==> src/rtl/bp_pkg.sv <==
// rtl/bp_pkg.sv - shared types, default widths and saturating counter helpers for the branch predictor
package bp_pkg;

    localparam int BP_ADDR_W   = 16;
    localparam int BP_IDX_W    = 6;
    localparam int BP_TAG_W    = 4;
    localparam int BP_CTR_W    = 2;
    localparam int BP_INFLIGHT = 4;

    typedef struct packed {
        logic                 valid;
        logic [BP_TAG_W-1:0]  tag;
        logic [BP_ADDR_W-1:0] target;
        logic [BP_CTR_W-1:0]  ctr;
    } btb_entry_t;

    typedef struct packed {
        logic [BP_ADDR_W-1:0] pc;
        logic                 pred_taken;
        logic [BP_ADDR_W-1:0] pred_target;
        logic [BP_IDX_W-1:0]  ctr_idx;
        logic [BP_IDX_W-1:0]  pc_idx;
    } inflight_t;

    function automatic logic [BP_CTR_W-1:0] ctr_thr();
        return BP_CTR_W'(1) << (BP_CTR_W - 1);
    endfunction

    function automatic logic [BP_CTR_W-1:0] ctr_inc(input logic [BP_CTR_W-1:0] c);
        return (c == '1) ? c : c + BP_CTR_W'(1);
    endfunction

    function automatic logic [BP_CTR_W-1:0] ctr_dec(input logic [BP_CTR_W-1:0] c);
        return (c == '0) ? c : c - BP_CTR_W'(1);
    endfunction

endpackage

==> src/rtl/btb_predictor_if.sv <==
// rtl/btb_predictor_if.sv - lookup (ID) and resolve (MEM) signal bundle for btb_predictor
interface btb_predictor_if #(
    parameter int ADDR_W = 16
);
    logic              lk_valid;
    logic [ADDR_W-1:0] lk_pc;
    logic              lk_ready;
    logic              pred_taken;
    logic [ADDR_W-1:0] pred_target;
    logic              rs_valid;
    logic              rs_taken;
    logic [ADDR_W-1:0] rs_target;
    logic              mispredict;
    logic              mp_target;
    logic [ADDR_W-1:0] redirect_pc;
    logic              rs_orphan;

    modport master (
        output lk_valid, lk_pc, rs_valid, rs_taken, rs_target,
        input  lk_ready, pred_taken, pred_target, mispredict, mp_target, redirect_pc, rs_orphan
    );

    modport slave (
        input  lk_valid, lk_pc, rs_valid, rs_taken, rs_target,
        output lk_ready, pred_taken, pred_target, mispredict, mp_target, redirect_pc, rs_orphan
    );
endinterface

==> src/rtl/bp_inflight_fifo.sv <==
// rtl/bp_inflight_fifo.sv - in-order queue of unresolved predictions with flush
module bp_inflight_fifo
    import bp_pkg::*;
#(
    parameter  int DEPTH = 4,
    localparam int CNT_W = $clog2(DEPTH + 1),
    localparam int PTR_W = (DEPTH > 1) ? $clog2(DEPTH) : 1
) (
    input  logic             clk,
    input  logic             reset_n,
    input  logic             push,
    input  inflight_t        push_data,
    input  logic             pop,
    input  logic             flush,
    output inflight_t        head,
    output logic [CNT_W-1:0] count,
    output logic             full,
    output logic             empty
);

    inflight_t        mem [DEPTH];
    logic [PTR_W-1:0] wr_ptr;
    logic [PTR_W-1:0] rd_ptr;
    logic             do_push;
    logic             do_pop;

    function automatic logic [PTR_W-1:0] next_ptr(input logic [PTR_W-1:0] p);
        return (p == PTR_W'(DEPTH - 1)) ? '0 : p + PTR_W'(1);
    endfunction

    assign full    = (count == CNT_W'(DEPTH));
    assign empty   = (count == '0);
    assign do_push = push & ~full;
    assign do_pop  = pop & ~empty;
    assign head    = mem[rd_ptr];

    always_ff @(posedge clk or negedge reset_n) begin
        if (!reset_n) begin
            wr_ptr <= '0;
            rd_ptr <= '0;
            count  <= '0;
        end else if (flush) begin
            wr_ptr <= '0;
            rd_ptr <= '0;
            count  <= '0;
        end else begin
            if (do_push) wr_ptr <= next_ptr(wr_ptr);
            if (do_pop)  rd_ptr <= next_ptr(rd_ptr);
            case ({do_push, do_pop})
                2'b10:   count <= count + CNT_W'(1);
                2'b01:   count <= count - CNT_W'(1);
                default: count <= count;
            endcase
        end
    end

    // Payload storage carries no reset; occupancy is tracked by count alone.
    always_ff @(posedge clk) begin
        if (do_push && !flush) mem[wr_ptr] <= push_data;
    end

endmodule

==> src/rtl/btb_predictor.sv <==
// rtl/btb_predictor.sv - tagged BTB with saturating counters and in-flight check; BTB_GHIST_EN selects gshare counter indexing
module btb_predictor
    import bp_pkg::*;
#(
    parameter int ADDR_W   = BP_ADDR_W,
    parameter int IDX_W    = BP_IDX_W,
    parameter int TAG_W    = BP_TAG_W,
    parameter int CTR_W    = BP_CTR_W,
    parameter int INFLIGHT = BP_INFLIGHT
) (
    input  logic           clk,
    input  logic           reset_n,
    btb_predictor_if.slave bus
);

    localparam int ENTRIES = 2 ** IDX_W;
    localparam int CNT_W   = $clog2(INFLIGHT + 1);

    btb_entry_t       tbl [ENTRIES];
    inflight_t        push_rec;
    inflight_t        head;
    logic [CNT_W-1:0] fifo_count;
    logic             fifo_full;
    logic             fifo_empty;

    logic [IDX_W-1:0] lk_idx;
    logic [IDX_W-1:0] lk_cidx;
    logic [TAG_W-1:0] lk_tag;
    logic             lk_hit;
    logic             lk_ready_i;
    logic             lk_push;
    logic             pred_taken_i;

    logic [TAG_W-1:0] rs_tag;
    logic             rs_fire;
    logic             rs_hit;
    logic             tgt_wrong;
    logic             mispredict_i;

    assign lk_idx = bus.lk_pc[IDX_W-1:0];
    assign lk_tag = bus.lk_pc[IDX_W+TAG_W-1:IDX_W];

`ifdef BTB_GHIST_EN
    logic [IDX_W-1:0] ghr;
    assign lk_cidx = lk_idx ^ ghr;
`else
    assign lk_cidx = lk_idx;
`endif

    // Lookup side reads the table before any resolve write in the same cycle.
    assign lk_hit       = tbl[lk_idx].valid && (tbl[lk_idx].tag == lk_tag);
    assign lk_ready_i   = (fifo_count != CNT_W'(INFLIGHT));
    assign lk_push      = bus.lk_valid & lk_ready_i & ~mispredict_i;
    assign pred_taken_i = lk_push & lk_hit & (tbl[lk_cidx].ctr >= ctr_thr());

    assign push_rec.pc          = bus.lk_pc;
    assign push_rec.pred_taken  = pred_taken_i;
    assign push_rec.pred_target = pred_taken_i ? tbl[lk_idx].target : '0;
    assign push_rec.ctr_idx     = lk_cidx;
    assign push_rec.pc_idx      = lk_idx;

    assign rs_fire      = bus.rs_valid & ~fifo_empty;
    assign rs_tag       = head.pc[IDX_W+TAG_W-1:IDX_W];
    assign rs_hit       = tbl[head.pc_idx].valid && (tbl[head.pc_idx].tag == rs_tag);
    assign tgt_wrong    = head.pred_taken & bus.rs_taken & (head.pred_target != bus.rs_target);
    assign mispredict_i = rs_fire & ((head.pred_taken != bus.rs_taken) | tgt_wrong);

    assign bus.lk_ready    = lk_ready_i;
    assign bus.pred_taken  = pred_taken_i;
    assign bus.pred_target = push_rec.pred_target;
    assign bus.mispredict  = mispredict_i;
    assign bus.mp_target   = rs_fire & tgt_wrong;
    assign bus.redirect_pc = !rs_fire ? '0 : (bus.rs_taken ? bus.rs_target : head.pc);
    assign bus.rs_orphan   = bus.rs_valid & fifo_empty;

    bp_inflight_fifo #(
        .DEPTH (INFLIGHT)
    ) u_fifo (
        .clk       (clk),
        .reset_n   (reset_n),
        .push      (lk_push),
        .push_data (push_rec),
        .pop       (rs_fire),
        .flush     (mispredict_i),
        .head      (head),
        .count     (fifo_count),
        .full      (fifo_full),
        .empty     (fifo_empty)
    );

    // Tag/target/valid live at pc_idx; the counter lives at ctr_idx (equal unless gshare).
    always_ff @(posedge clk or negedge reset_n) begin
        if (!reset_n) begin
            for (int i = 0; i < ENTRIES; i++) tbl[i] <= '0;
        end else if (rs_fire) begin
            if (bus.rs_taken) begin
                tbl[head.pc_idx].target <= bus.rs_target;
                if (!rs_hit) begin
                    tbl[head.pc_idx].valid <= 1'b1;
                    tbl[head.pc_idx].tag   <= rs_tag;
                    tbl[head.ctr_idx].ctr  <= ctr_thr();
                end else begin
                    tbl[head.ctr_idx].ctr  <= ctr_inc(tbl[head.ctr_idx].ctr);
                end
            end else if (rs_hit) begin
                tbl[head.ctr_idx].ctr <= ctr_dec(tbl[head.ctr_idx].ctr);
            end
        end
    end

`ifdef BTB_GHIST_EN
    always_ff @(posedge clk or negedge reset_n) begin
        if (!reset_n)     ghr <= '0;
        else if (rs_fire) ghr <= {ghr[IDX_W-2:0], bus.rs_taken};
    end
`endif

    logic unused_full;
    assign unused_full = fifo_full;

endmodule

==> src/flat_wrapper.sv <==
// flat-port wrapper written by rule: the top's interface ports become plain ports
module btb_predictor_flat import bp_pkg::*;
#(
    parameter int ADDR_W   = BP_ADDR_W,
    parameter int IDX_W    = BP_IDX_W,
    parameter int TAG_W    = BP_TAG_W,
    parameter int CTR_W    = BP_CTR_W,
    parameter int INFLIGHT = BP_INFLIGHT
)
  (clk, reset_n, bus_lk_valid, bus_lk_pc, bus_rs_valid, bus_rs_taken, bus_rs_target, bus_lk_ready, bus_pred_taken, bus_pred_target, bus_mispredict, bus_mp_target, bus_redirect_pc, bus_rs_orphan);
  btb_predictor_if #(.ADDR_W(ADDR_W)) bus_i ();
  input  logic clk;
  input  logic reset_n;
  input wire logic [$bits(bus_i.lk_valid)-1:0] bus_lk_valid;
  input wire logic [$bits(bus_i.lk_pc)-1:0] bus_lk_pc;
  input wire logic [$bits(bus_i.rs_valid)-1:0] bus_rs_valid;
  input wire logic [$bits(bus_i.rs_taken)-1:0] bus_rs_taken;
  input wire logic [$bits(bus_i.rs_target)-1:0] bus_rs_target;
  output wire logic [$bits(bus_i.lk_ready)-1:0] bus_lk_ready;
  output wire logic [$bits(bus_i.pred_taken)-1:0] bus_pred_taken;
  output wire logic [$bits(bus_i.pred_target)-1:0] bus_pred_target;
  output wire logic [$bits(bus_i.mispredict)-1:0] bus_mispredict;
  output wire logic [$bits(bus_i.mp_target)-1:0] bus_mp_target;
  output wire logic [$bits(bus_i.redirect_pc)-1:0] bus_redirect_pc;
  output wire logic [$bits(bus_i.rs_orphan)-1:0] bus_rs_orphan;
  assign bus_i.lk_valid = bus_lk_valid;
  assign bus_i.lk_pc = bus_lk_pc;
  assign bus_i.rs_valid = bus_rs_valid;
  assign bus_i.rs_taken = bus_rs_taken;
  assign bus_i.rs_target = bus_rs_target;
  assign bus_lk_ready = bus_i.lk_ready;
  assign bus_pred_taken = bus_i.pred_taken;
  assign bus_pred_target = bus_i.pred_target;
  assign bus_mispredict = bus_i.mispredict;
  assign bus_mp_target = bus_i.mp_target;
  assign bus_redirect_pc = bus_i.redirect_pc;
  assign bus_rs_orphan = bus_i.rs_orphan;
  btb_predictor #(.ADDR_W(ADDR_W), .IDX_W(IDX_W), .TAG_W(TAG_W), .CTR_W(CTR_W), .INFLIGHT(INFLIGHT)) u_core (.clk(clk), .reset_n(reset_n), .bus(bus_i));
endmodule
==> config.mk <==
export PLATFORM = sky130hd
export DESIGN_NAME = btb_predictor_flat
export DESIGN_NICKNAME = d
export VERILOG_FILES = /design/src/rtl/bp_pkg.sv /design/src/rtl/btb_predictor_if.sv /design/src/rtl/bp_inflight_fifo.sv /design/src/rtl/btb_predictor.sv /design/src/flat_wrapper.sv
export SDC_FILE = /design/constraint.sdc
export NUM_CORES = 2
export LEC_CHECK = 0
export ABC_AREA = 1
export CORE_ASPECT_RATIO = 1.1
export CORE_MARGIN = 4
export CORE_UTILIZATION = 60
export DETAILED_ROUTE_END_ITERATION = 7
export PLACE_DENSITY_LB_ADDON = 0.08
export REMOVE_ABC_BUFFERS = 1
export SLEW_MARGIN = 40
export SYNTH_ARGS = -nofsm -noshare
export SYNTH_HDL_FRONTEND = slang
export SYNTH_HIERARCHICAL = 1
export SYNTH_SLANG_ARGS = --single-unit
export TNS_END_PERCENT = 20
==> constraint.sdc <==
create_clock -name clk -period 6.94 [get_ports clk]
set_clock_uncertainty 0.2 [all_clocks]
set_input_delay 1.041 -clock clk [delete_from_list [all_inputs] [get_ports clk]]
set_output_delay 1.041 -clock clk [all_outputs]
set_load 0.01 [all_outputs]
==> impl_metrics.env <==
export IMPL_cp_max_fo=37
export IMPL_gp_congestion=0.956
export IMPL_finalNonFillerCells=11400
export IMPL_rr_startpoint="u_core/u_fifo/rd_ptr[0]"
export IMPL_regToRegEndpoint="u_core/tbl[1122]"
export IMPL_rows=140
export IMPL_syn_area_per_cell_um2=8.16
export IMPL_die_area_mm2=0.139
export IMPL_cp_end_kind="primary output"
export IMPL_gr_total_overflow=0
export IMPL_drive_above_1_share_pct=7.43
export IMPL_drcViolationCount=0
export IMPL_syn_cell_area_mm2=0.0798
export IMPL_rr_worst_depth=19
export IMPL_cts_num_sinks=1659
export IMPL_start_kind="flip-flop"
export IMPL_path_clk_slew_ns=0.06
export IMPL_busiest_layer="met2"
export IMPL_fillers=11000
export IMPL_die_w_um=356
export IMPL_slew_violations=0
export IMPL_hold_viol=4
export IMPL_cp_arrival_ns=5.55
export IMPL_holdWs_ns=-0.0280
export IMPL_fin_setup_tns_ns=0
export IMPL_met1_usage_pct=51.2
export IMPL_cap_viol_max_count=0
export IMPL_p_per_area_mw_per_mm2=418
export IMPL_worstSetupPathType="flip-flop to primary output"
export IMPL_fin_crit_ns=6.79
export IMPL_port_buffers=73
export IMPL_crit_required_ns=5.70
export IMPL_p_int_w=0.0221
export IMPL_max_freq_ghz=0.147
export IMPL_p_clk_share_pct=24.7
export IMPL_dr_pass1_iters=8
export IMPL_clock_tree_root_cell="clkbuf_16"
export IMPL_grt_pass1_vias=69900
export IMPL_post_cts_buffers=0
export IMPL_drtIter0Drc=9865
export IMPL_routed_wl_mm=274
export IMPL_relSlewSlack_pct=35.1
export IMPL_ios=74
export IMPL_cts_hold_buf=0
export IMPL_nets=9531
export IMPL_grt_max_degree=151
export IMPL_violations="negative hold slack"
export IMPL_initial_utilization_pct=60.3
export IMPL_p_leak_nw=39.1
export IMPL_die_height_um=390
export IMPL_min_delay_path_class="input port to asynchronous set/reset pin"
export IMPL_use_met2_pct=60.0
export IMPL_dr_total_vias=72900
export IMPL_cts_resized=5
export IMPL_cts_tree="yes"
export IMPL_cts_buffers=170
export IMPL_dpl_hpwl_mm=168
export IMPL_use_met3_pct=8.28
export IMPL_vias_per_cell=6.39
export IMPL_antenna_left=0
export IMPL_area_growth_pct=10.1
export IMPL_fin_crit_sh_pct=97.9
export IMPL_core_area_mm2=0.132
export IMPL_r2r_slack_ns=0.86
export IMPL_antenna_found_initial=5
export IMPL_combPwrFrac_pct=34.6
export IMPL_grt_pass1_wl_mm=419
export IMPL_ff_latch_area_mm2=0.0424
export IMPL_post_drt_wl_per_cell_um=24.0
export IMPL_ir_worst_vdd_uv=740
export IMPL_synth_warnings=6
export IMPL_status="complete, but fails checks"
export IMPL_setup_violations=0
export IMPL_placed_cells=11100
export IMPL_clock_path_buffers=3
export IMPL_grt_use_total_pct=39.2
export IMPL_worstMarginPinSlew_ns=0.974
export IMPL_clkLatencyLatePin_ns=0.81
export IMPL_h_tree_depth=4
export IMPL_multi_input_comb_area_mm2=0.0323
export IMPL_seqPwrFrac_pct=40.7
export IMPL_p_switching_w=0.0146
export IMPL_switching_share_pct=39.7
export IMPL_syn_instance_count=9779
[state kept, by name, summed over array words and instances (netlist names)]
signal and count:
u_core/tbl 1472, u_core/u_fifo/count 3, u_core/u_fifo/mem 180, u_core/u_fifo/rd_ptr 2, u_core/u_fifo/wr_ptr 2
[cells in the final DEF (no fill, tap or decap), drive strengths merged, types with 2 or more instances in the layout]
cell and n:
o22ai 71, diode 3, nand4 88, nand3b 3
o211ai 35, o311ai 64, a21boi 34, clkinv 37
o221ai 128, o21ai 1981, or2 80, clkinvlp 3
dfrtp 1479, buf 317, edfxtp 180, nand3 347
clkdlybuf4s50 65, a22oi 10, xnor2 8, nor3 17
ha 6, nand2 2778, a221oi 132, inv 434
bufinv 7, clkbuf 261, o2111ai 2, nor2 635
a21oi 407, a211oi 6
[power groups by stage]
stage               Clock (W)  Combinational (W)  Sequential (W)
floorplan                   0            0.00751          0.0147
global placement            0             0.0118          0.0148
detailed placement          0             0.0122          0.0149
CTS                   0.00916             0.0122          0.0148
global route          0.00957             0.0139          0.0152
finish                0.00907             0.0127          0.0149
[worst max-delay path, stage by stage, from the launching register on]
cell	delay (ns)
dfrtp_2	0.42
inv_4	0.33
buf_4	0.40
o21ai_0	0.13
o22ai_1	0.32
o2111ai_1	0.39
nor3_2	0.37
nand2_1	0.10
nand3_1	0.12
nand2_1	0.12
nor2_1	0.33
nand3_1	0.12
nor2_1	0.15
nand3_1	0.12
buf_4	0.23
nor2_1	0.40
clkdlybuf4s50_1	0.66
[stage by stage]
stage	utilization (%)	setup WS [ns]	hold WS, ns	total power, W	instance area [um2]
after CTS	66.3	-0.0354	0.0199	0.0362	87600
after floorplan	-	-11.04	0.228	0.0222	76200
after global placement	62.0	0.485	0.242	0.0267	82000
after detailed placement	62.1	0.456	0.249	0.0271	82200
final	66.4	0.147	-0.0280	0.0367	87800
after global routing	66.4	-0.0409	0.0514	0.0387	87800
[cell type report]
cell class	count	area share, %
sequential	1659	48.3
multi-input combinational	6836	36.8
clock buffer	259	5.68
timing repair buffer	384	4.20
tap	1775	2.53
inverter	436	1.90
clock inverter	45	0.527
antenna	3	0.00855
[worst max path at each step]
| stage | start | to | slack (ns) | cells past startpoint |
|---|---|---|---|---|
| 6_report | u_core/u_fifo/rd_ptr[0] | bus_pred_target[13] | 0.15 | 16 |
| 2_1_floorplan | u_core/u_fifo/rd_ptr[0] | u_core/tbl[1128] | -11.04 | 18 |
| 3_3_place_gp | bus_lk_pc[0] | bus_pred_target[12] | 0.49 | 15 |
| 3_5_place_dp | bus_rs_target[12] | bus_pred_target[12] | 0.46 | 14 |
| 5_1_grt | u_core/u_fifo/rd_ptr[0] | bus_pred_target[8] | -0.04 | 17 |
| 4_1_cts | u_core/u_fifo/rd_ptr[0] | bus_pred_target[4] | -0.04 | 17 |
[layer usage]
metal | part of all wire, % | up-vias
li1 | - | 32200
met1 | 38 | 35200
met2 | 45 | 4493
met3 | 10 | 983
met4 | 6.9 | 4
met5 | 0.0084 | -
(Power assumes the default switching activity.)
